<file path="config.mk">
export PLATFORM = sky130hd
export DESIGN_NAME = mem_port_arbiter
export DESIGN_NICKNAME = d
export VERILOG_FILES = /design/src/rtl/mem_port_arbiter.sv
export SDC_FILE = /design/constraint.sdc
export NUM_CORES = 1
export LEC_CHECK = 0
export BUFFER_PORTS_ARGS = -buffer_cell sky130_fd_sc_hd__buf_2
export CORE_ASPECT_RATIO = 1.25
export CORE_MARGIN = 4
export CORE_UTILIZATION = 48
export CTS_CLUSTER_SIZE = 8
export DETAILED_ROUTE_END_ITERATION = 10
export GPL_ROUTABILITY_DRIVEN = 0
export MAX_ROUTING_LAYER = met4
export PLACE_DENSITY = 0.85
export SKIP_CTS_REPAIR_TIMING = 1
export SKIP_LAST_GASP = 1
export SLEW_MARGIN = 0
export SYNTH_ARGS = -nofsm -noshare
export SYNTH_HDL_FRONTEND = slang
export SYNTH_SLANG_ARGS = --single-unit
</file>
<file path="constraint.sdc">
create_clock -name clk -period 6.5 [get_ports clk]
set_clock_uncertainty 0.2 [all_clocks]
set_input_delay 0.65 -clock clk [delete_from_list [all_inputs] [get_ports clk]]
set_output_delay 0.65 -clock clk [all_outputs]
set_load 0.01 [all_outputs]
</file>
<file path="src/rtl/mem_port_arbiter.sv">
// mem_port_arbiter: shares one single-ported word memory between an
// instruction-fetch port (0) and a load/store port (1).
// Ties are resolved by port 1 fixed priority. If MEM_ARB_ROUND_ROBIN_EN is
// defined, ties go to the port that was not granted last.
// Ports:
//   clk, rst                       clock, async active-high reset
//   req/addr/we/wdata 0 and 1      requester inputs (req held until ack)
//   ack0, ack1                     one-cycle completion pulses
//   rdata                          read data, valid while an ack is high
//   busy                           high whenever the FSM is not IDLE
//   mem_addr/mem_datain/mem_we     memory request outputs
//   mem_dataout                    memory read data, RD_LAT cycles after address
module mem_port_arbiter #(
  parameter int unsigned AW     = 32,
  parameter int unsigned DW     = 32,
  parameter int unsigned RD_LAT = 1
) (
  input  logic          clk,
  input  logic          rst,
  input  logic          req0,
  input  logic [AW-1:0] addr0,
  input  logic          we0,
  input  logic [DW-1:0] wdata0,
  output logic          ack0,
  input  logic          req1,
  input  logic [AW-1:0] addr1,
  input  logic          we1,
  input  logic [DW-1:0] wdata1,
  output logic          ack1,
  output logic [DW-1:0] rdata,
  output logic          busy,
  output logic [AW-1:0] mem_addr,
  output logic [DW-1:0] mem_datain,
  output logic          mem_we,
  input  logic [DW-1:0] mem_dataout
);

  localparam int unsigned CW = 4;

  typedef enum logic [1:0] {IDLE, ACCESS, WAIT, DONE} state_t;

  state_t          state_q, state_d;
  logic [CW-1:0]   cnt_q, cnt_d;
  logic            port_q, port_d;
  logic            we_q, we_d;
  logic            ack0_q, ack0_d;
  logic            ack1_q, ack1_d;
  logic            busy_q, busy_d;
  logic            mem_we_q, mem_we_d;
  logic [AW-1:0]   mem_addr_q, mem_addr_d;
  logic [DW-1:0]   mem_datain_q, mem_datain_d;
  logic [DW-1:0]   rdata_q, rdata_d;
  logic            gnt_c;
`ifdef MEM_ARB_ROUND_ROBIN_EN
  logic            ptr_q, ptr_d;
`endif

  // Arbitration: a lone request always wins; a tie follows the tie rule.
  always_comb begin
`ifdef MEM_ARB_ROUND_ROBIN_EN
    if (req0 && req1) gnt_c = ~ptr_q;
    else              gnt_c = req1;
`else
    gnt_c = req1;
`endif
  end

  // Next-state and registered-output logic.
  always_comb begin
    state_d      = state_q;
    cnt_d        = cnt_q;
    port_d       = port_q;
    we_d         = we_q;
    ack0_d       = 1'b0;
    ack1_d       = 1'b0;
    mem_we_d     = 1'b0;
    mem_addr_d   = mem_addr_q;
    mem_datain_d = mem_datain_q;
    rdata_d      = rdata_q;
`ifdef MEM_ARB_ROUND_ROBIN_EN
    ptr_d        = ptr_q;
`endif
    case (state_q)
      IDLE: begin
        if (req0 || req1) begin
          // The memory outputs double as the latched address/data.
          port_d       = gnt_c;
          we_d         = gnt_c ? we1 : we0;
          mem_addr_d   = gnt_c ? addr1 : addr0;
          mem_datain_d = gnt_c ? wdata1 : wdata0;
          mem_we_d     = gnt_c ? we1 : we0;
          state_d      = ACCESS;
`ifdef MEM_ARB_ROUND_ROBIN_EN
          ptr_d        = gnt_c;
`endif
        end
      end
      ACCESS: begin
        if (we_q) begin
          state_d = DONE;
          ack0_d  = ~port_q;
          ack1_d  = port_q;
        end else begin
          state_d = WAIT;
          cnt_d   = CW'(RD_LAT);
        end
      end
      WAIT: begin
        cnt_d = cnt_q - CW'(1);
        if (cnt_q == CW'(1)) begin
          rdata_d = mem_dataout;
          state_d = DONE;
          ack0_d  = ~port_q;
          ack1_d  = port_q;
        end
      end
      DONE: begin
        state_d = IDLE;
      end
      default: begin
        state_d = IDLE;
      end
    endcase
    busy_d = (state_d != IDLE);
  end

  // State and output registers; reset abandons any transaction at once.
  always_ff @(posedge clk or posedge rst) begin
    if (rst) begin
      state_q      <= IDLE;
      cnt_q        <= '0;
      port_q       <= 1'b0;
      we_q         <= 1'b0;
      ack0_q       <= 1'b0;
      ack1_q       <= 1'b0;
      busy_q       <= 1'b0;
      mem_we_q     <= 1'b0;
      mem_addr_q   <= '0;
      mem_datain_q <= '0;
      rdata_q      <= '0;
`ifdef MEM_ARB_ROUND_ROBIN_EN
      ptr_q        <= 1'b0;
`endif
    end else begin
      state_q      <= state_d;
      cnt_q        <= cnt_d;
      port_q       <= port_d;
      we_q         <= we_d;
      ack0_q       <= ack0_d;
      ack1_q       <= ack1_d;
      busy_q       <= busy_d;
      mem_we_q     <= mem_we_d;
      mem_addr_q   <= mem_addr_d;
      mem_datain_q <= mem_datain_d;
      rdata_q      <= rdata_d;
`ifdef MEM_ARB_ROUND_ROBIN_EN
      ptr_q        <= ptr_d;
`endif
    end
  end

  assign ack0       = ack0_q;
  assign ack1       = ack1_q;
  assign busy       = busy_q;
  assign mem_we     = mem_we_q;
  assign mem_addr   = mem_addr_q;
  assign mem_datain = mem_datain_q;
  assign rdata      = rdata_q;

endmodule

</file>
==> results of run 1 <==
-- sequential cells by signal (all words and copies together) (netlist names), 2 cells and up --
register    count
cnt_q           4
mem_datain     32
rdata          32
state_q         2
mem_addr       32
-- cell type report --
type | instances | area, um^2 | share of cell area
Clock inverter | 6 | 45.0 | 0.00695
Multi-Input combinational cell | 258 | 1950 | 0.301
Tap cell | 129 | 161 | 0.0249
Sequential cell | 108 | 2700 | 0.417
Antenna cell | 1 | 2.50 | 0.000386
Inverter | 7 | 28.8 | 0.00444
Clock buffer | 10 | 239 | 0.0369
Timing Repair Buffer | 268 | 1350 | 0.208
-- cell usage after synthesis, types with 2 or more instances --
cell type and instances:
dfrtp_1 108, mux2i_1 66, mux2_2 4, buf_4 6
buf_12 3, a22o_1 2, nand2_1 68, mux2_4 28
nor2_1 4, a21bo_2 2, inv_1 7, buf_6 9
ha_1 5, o21ai_1 5, o21ai_0 63, buf_2 3
clkbuf_1 5
-- metal layers --
metal / track usage / routed length [um] / up-vias
li1: - / - / 1886
met1: 0.259 / 4920 / 1800
met2: 0.339 / 5950 / 195
met3: 0.0431 / 1010 / 21
met4: 0.0675 / 198 / 0
met5: - / 0 / -
-- power by group through the flow --
stage,Combinational (uW),Clock [uW],Sequential (uW)
final,1230,510,1190
after global routing,1360,556,1230
after CTS,1250,524,1190
after detailed placement,1250,0,1200
after global placement,1190,0,1180
after floorplan,661,0,1330
-- cells by family (layout without fill, tap and decap cells) --
group / Yosys count / after routing / synth area share
AO/OA/AOI/OAI: 79 / 79 / 0.0916
buffers and inverters: 33 / 291 / 0.0542
multiplexers: 98 / 98 / 0.229
AND/OR/NAND/NOR: 76 / 76 / 0.0626
adder cells (fa/ha/maj): 5 / 5 / 0.0127
flip-flops: 108 / 108 / 0.550
other: 0 / 1 / 0
-- worst min-delay path by stage --
stage / from / to / slack [ps] / depth (start not counted)
after floorplan: port_q / ack0 / 230 / 1
after global placement: port_q / ack0 / 250 / 1
after detailed placement: mem_datain[20] / mem_datain[20] / 270 / 2
after CTS: rst / mem_datain[4] / 220 / 2
after global routing: rst / mem_datain[4] / 240 / 2
final: rst / mem_datain[13] / 200 / 2
-- per-stage QoR --
stage / hold slack (ps) / power, uW / cell area, um^2 / std cells
CTS: 223 / 2960 / 6480 / 786
global placement: 246 / 2370 / 6200 / 770
detailed placement: 265 / 2440 / 6200 / 770
floorplan: 227 / 1990 / 4920 / 399
global route: 240 / 3150 / 6480 / 787
finish: 199 / 2930 / 6480 / 787
==> metrics.md, run 1 <==
| Metric | Value |
|---|---|
| Number of distinct library cells after synthesis | 28 |
| Yosys reg bits | 108 |
| Psw | 1070 uW |
| Final setup margin | 3880 ps |
| Pwr/cell area | 451 nW/um^2 |
| First DRT Iteration DRCs | about 160 |
| Routed Antenna Nets | 0 |
| Dpl ws | slightly below 4000 ps |
| GR Util All Layers | 0.207 |
| Fmax | 382 MHz |
| RR Startpoint | state_q[0] |
| Worst-skew pair later-pin latency | 330 ps |
| CP arrival | 2670 ps |
| Fillers | 778 |
| Sequential-to-total area share from yosys stat | 0.550 |
| Largest net degree at the start of global routing | 133 |
| Aggregate global routing overflow | 0 |
| Switching share of power | 0.365 |
| Final Cycle Share | 0.403 |
| Post-synth top area share | 0.550 |
| Synthesized Nets | between 500 and 600 |
| Cell Chain, Critical Path | inv_1 -> ha_1 -> and4bb_2 -> o21ai_0 -> nor2_1 |
| WP buf/inv | 1 |
| Critical path capture point type | flip-flop |
| Cell-internal power | ~1900 uW |
| Sequential power share | 0.406 |
| CTS tree | built |
| Layout cells sized above 1 | 0.495 |
| Top FF cell, synth | dfrtp_1 |
| Drt total wl | 12100 um |
| Reg2reg path depth | 5 |
| Wirelength per Cell | 15.3 um |
| Area grow syn2layout | 31.9% |
| Die W | ~99 um |
| MaxCap Viol Count | 0 |
| Height of the chip | 121 um |
| CP Capture Point | ack0 |
| Worst-Margin Slew | 1200 ps |
| Post-synth ARST share | 1.00 |
| Input/output buffers | 265 |
| R2r setup slk | a little under 4000 ps |
| Clock buffer depth | 2 |
| Crit. Startpoint | state_q[0] |
| Antenna violations before repair | 1 |
| Top cell type by total area after synthesis | dfrtp_1 |
| Commonest non-fill, non-tap cell in the layout | buf_2 |
| Worst hold path type | in2async |
| Status | finished, final reports clean |
| Num CTS Buffers | 9 |
| H-tree depth | 3 |
| Reg clk slew, reported paths | roughly 70 ps |
| Synth Area per Inst | 12.3 um^2 |
| Hold Vio Cnt, Final | 0 |
| Via/cell ratio | 4.96 |
| FP Rows | 41 |
| Worst Path Class, Setup | reg2reg |
| RSZ-0062 raised after global routing | false |
| Ranking of synthesized cells by area | dfrtp_1 55%, mux2i_1 13%, mux2_4 8.6% |
| Starting density of the core | 0.489 |
| R2R Path End | ack0 |
| Critical path depth | 5 |
| WP data required | 6550 ps |
| IO Count | 266 |
| Number of global-route vias before repair | 4029 |
| Drc violations | 0 |
| Sink Count | between 100 and 150 |
| Final #Nets | between 800 and 900 |
| Setup TNS | 0 ps |
| Clock Power Share | 0.174 |
| Layout Utilization | 0.645 |
| LEAKAGE | 0.00353 uW |
| CORE AREA | 10100 um^2 |
| DR vias | roughly 4k |
| Die area | 11900 um^2 |
| Post-layout min period | 2620 ps |
| Max incr delay on CP | 1070 ps |
| EDFF count, synth | 0 |
| Critical Path Fanout Max | 34 |
| CTS Root Cell | clkbuf_16 |
| Peak supply drop | 0.208 mV |
| CP delay by family, top | simple AND/OR/NAND/NOR gates |
| Cell count after synthesis | 399 |
| Mapped Area | 4920 um^2 |
| Most frequent cells in the layout | 264 x buf_2, 108 x dfrtp_1, 68 x nand2_1, 66 x mux2i_1, 63 x o21ai_0 |
| CP startpoint kind | flip-flop |
| Max transition margin | 0.199 |
| Pins Over Slew Limit | 0 |
| Global-route wire length before repair | 19300 um |
| CP max-delay cell | and4bb_2 |
| First-pass DRT Iterations | 4 |
| HPWL after detailed placement | around 9400 um |
| Yosys Warn Count | 0 |
| Final setup violation count | 0 |
| Combinational power share | 0.420 |
Note: power is estimated with default switching activity, not from simulation.
==> run 2, diff against run 1 <==
- CORE_UTILIZATION: 48 -> 45
- PLACE_DENSITY: 0.85 -> 0.8
- clock period: 6.5 -> 2.5 ns (I/O delays scaled with it)
==> metrics.md, run 2 (same netlist as run 1, synthesis figures left out) <==
| Metric | Value |
|---|---|
| WP data required | 2520 ps (was 6550 ps) |
| Critical Path Fanout Max | 34 (unchanged) |
| Fin area | 6920 um^2 (was 6480 um^2) |
| Final #Nets | 858 (was 823) |
| Drt total wl | 13700 um (was 12100 um) |
| Number of global-route vias before repair | 4157 (was 4029) |
| Worst-Margin Slew | 604 ps (was 1200 ps) |
| Reg clk slew, reported paths | 70 ps (about the same) |
| CP startpoint kind | flip-flop (unchanged) |
| Placed insts | 775 (was 770) |
| Layout cells sized above 1 | 0.471 (was 0.495) |
| Height of the chip | 125 um (was 121 um) |
| Pwr/cell area | 1160 nW/um^2 (was 451 nW/um^2) |
| Final Cycle Share | 0.806 (was 0.403) |
| R2r setup slk | 490 ps (was 3880 ps) |
| Worst hold path type | in2reg (was in2async) |
| Routed Antenna Nets | 0 (unchanged) |
| Antenna violations before repair | 1 (unchanged) |
| Setup TNS | 0 ps (unchanged) |
| Die area | 12700 um^2 (was 11900 um^2) |
| RSZ-0062 raised after global routing | false (unchanged) |
| First DRT Iteration DRCs | 88 (was 164) |
| Violated checks | hold timing |
| Drc violations | 0 (unchanged) |
| Status | finished with violations (was finished, final reports clean) |
| Peak supply drop | 0.432 mV (was 0.208 mV) |
| Worst Path Class, Setup | reg2reg (unchanged) |
| Critical path capture point type | flip-flop (unchanged) |
| IO Count | 266 (unchanged) |
| H-tree depth | 3 (unchanged) |
| Reg2reg path depth | 5 (unchanged) |
| Max layer used | met4 (unchanged) |
| CTS Root Cell | clkbuf_16 (unchanged) |
| HPWL after detailed placement | 9420 um (was 9400 um) |
| Fmax | 497 MHz (was 382 MHz) |
| Global-route wire length before repair | 19600 um (was 19300 um) |
| CTS tree | built (unchanged) |
| Hold Slack | -5.92 ps (was 199 ps) |
| Wirelength per Cell | 16.6 um (was 15.3 um) |
| Starting density of the core | 0.463 (was 0.489) |
| Die W | 101 um (was 98.5 um) |
| Most frequent cells in the layout | 264 x buf_2, 108 x dfrtp_1, 68 x nand2_1, 66 x mux2i_1, 63 x o21ai_0 (unchanged) |
| Max transition margin | 0.597 (was 0.199) |
| GR Util All Layers | 0.197 (was 0.207) |
| First-pass DRT Iterations | 4 (unchanged) |
| Hold Vio Cnt, Final | 2 (was 0) |
| Largest net degree at the start of global routing | 109 (was 133) |
| Area grow syn2layout | 40.8% (was 31.9%) |
| Via/cell ratio | 4.94 (was 4.96) |
| MaxCap Viol Count | 0 (unchanged) |
| RR Startpoint | state_q[0] (unchanged) |
| Clock buffer depth | 2 (unchanged) |
| Pins Over Slew Limit | 0 (unchanged) |
| DR vias | 4079 (was 3902) |
| Fillers | 802 (was 778) |
| Sink Count | 108 (unchanged) |
| Aggregate global routing overflow | 0 (unchanged) |
| Met1 WL | 5200 um (was 4920 um) |
| Final setup violation count | 0 (unchanged) |
| Met2 wire len | 6880 um (was 5950 um) |
| Worst-skew pair later-pin latency | 340 ps (was 330 ps) |
| Crit. Startpoint | state_q[0] (unchanged) |
| Layout Cells excl Fill | 825 (was 787) |
| Post-placement cell area | 6260 um^2 (was 6200 um^2) |
| Post-layout min period | 2010 ps (was 2620 ps) |
| R2R Path End | rdata[4] (was ack0) |
| Commonest non-fill, non-tap cell in the layout | buf_2 (unchanged) |
| FP Rows | 42 (was 41) |
| Input/output buffers | 265 (unchanged) |
| CP Capture Point | rdata[4] (was ack0) |
| LEAKAGE | 0.00372 uW (was 0.00353 uW) |
| Met3 wire length | 1250 um (was 1010 um) |
| CORE AREA | 10600 um^2 (was 10100 um^2) |
| CP arrival | 2030 ps (was 2670 ps) |
| Num CTS Buffers | 9 (unchanged) |
-- run 2: cell types whose count changed in the layout (fill, tap and decap cells not counted), sizes merged --
cell,previous run,this run
buf,268,270
bufinv,0,2
clkbuf,10,12
clkinv,1,0
clkinvlp,3,1
dlygate4sd3,0,33
inv,9,8
-- run 2: area by class of cell --
| class | instances | area [um^2] | area share |
|---|---|---|---|
| inverters | 7 | 30.0 | 0.00434 |
| well taps | 132 | 165 | 0.0239 |
| clock inverters | 4 | 77.6 | 0.0112 |
| diodes | 1 | 2.50 | 0.000361 |
| repair buffers | 303 | 1730 | 0.250 |
| multi-input cells | 258 | 1950 | 0.282 |
| clock buffers | 12 | 256 | 0.0371 |
| flip-flops and latches | 108 | 2700 | 0.390 |
-- run 2: report_power, final --
| group | leakage, uW | internal, uW | switching (uW) | total [uW] |
|---|---|---|---|---|
| Sequential | 0.00131 | 2610 | 507 | 3120 |
| Combinational | 0.00225 | 1560 | 1760 | 3320 |
| Clock | 0.000164 | 941 | 621 | 1560 |
-- run 2: through the flow --
stage	total power, uW	setup slack (ps)	util
after floorplan	5170	712	-
after global placement	6210	574	0.589
after detailed placement	6380	521	0.589
after CTS	7970	496	0.621
after global routing	8580	386	0.652
final	8010	486	0.652
-- run 2: metal layers --
layer  up-vias  track usage
li1       1951            -
met1      1881        0.227
met2       224        0.340
met3        23       0.0392
met4         0       0.0634
met5         -            -
-- run 2: worst min-delay path by stage --
| stage | endpoint | depth (start not counted) | startpoint |
|---|---|---|---|
| 6_report | mem_addr[29] | 3 | addr0[29] |
| 5_1_grt | mem_datain[13] | 3 | wdata0[13] |
| 4_1_cts | mem_datain[10] | 3 | rst |
| 3_5_place_dp | mem_datain[10] | 3 | rst |
| 3_3_place_gp | rdata[26] | 3 | rst |
| 2_1_floorplan | rdata[0] | 1 | mem_dataout[0] |
-- run 2: worst max-delay path, cell delays in order, from the launching register on --
cell      delay [ps]
dfrtp_1          400
inv_1             90
ha_1             270
and4bb_2         290
buf_12           270
mux2_2           370
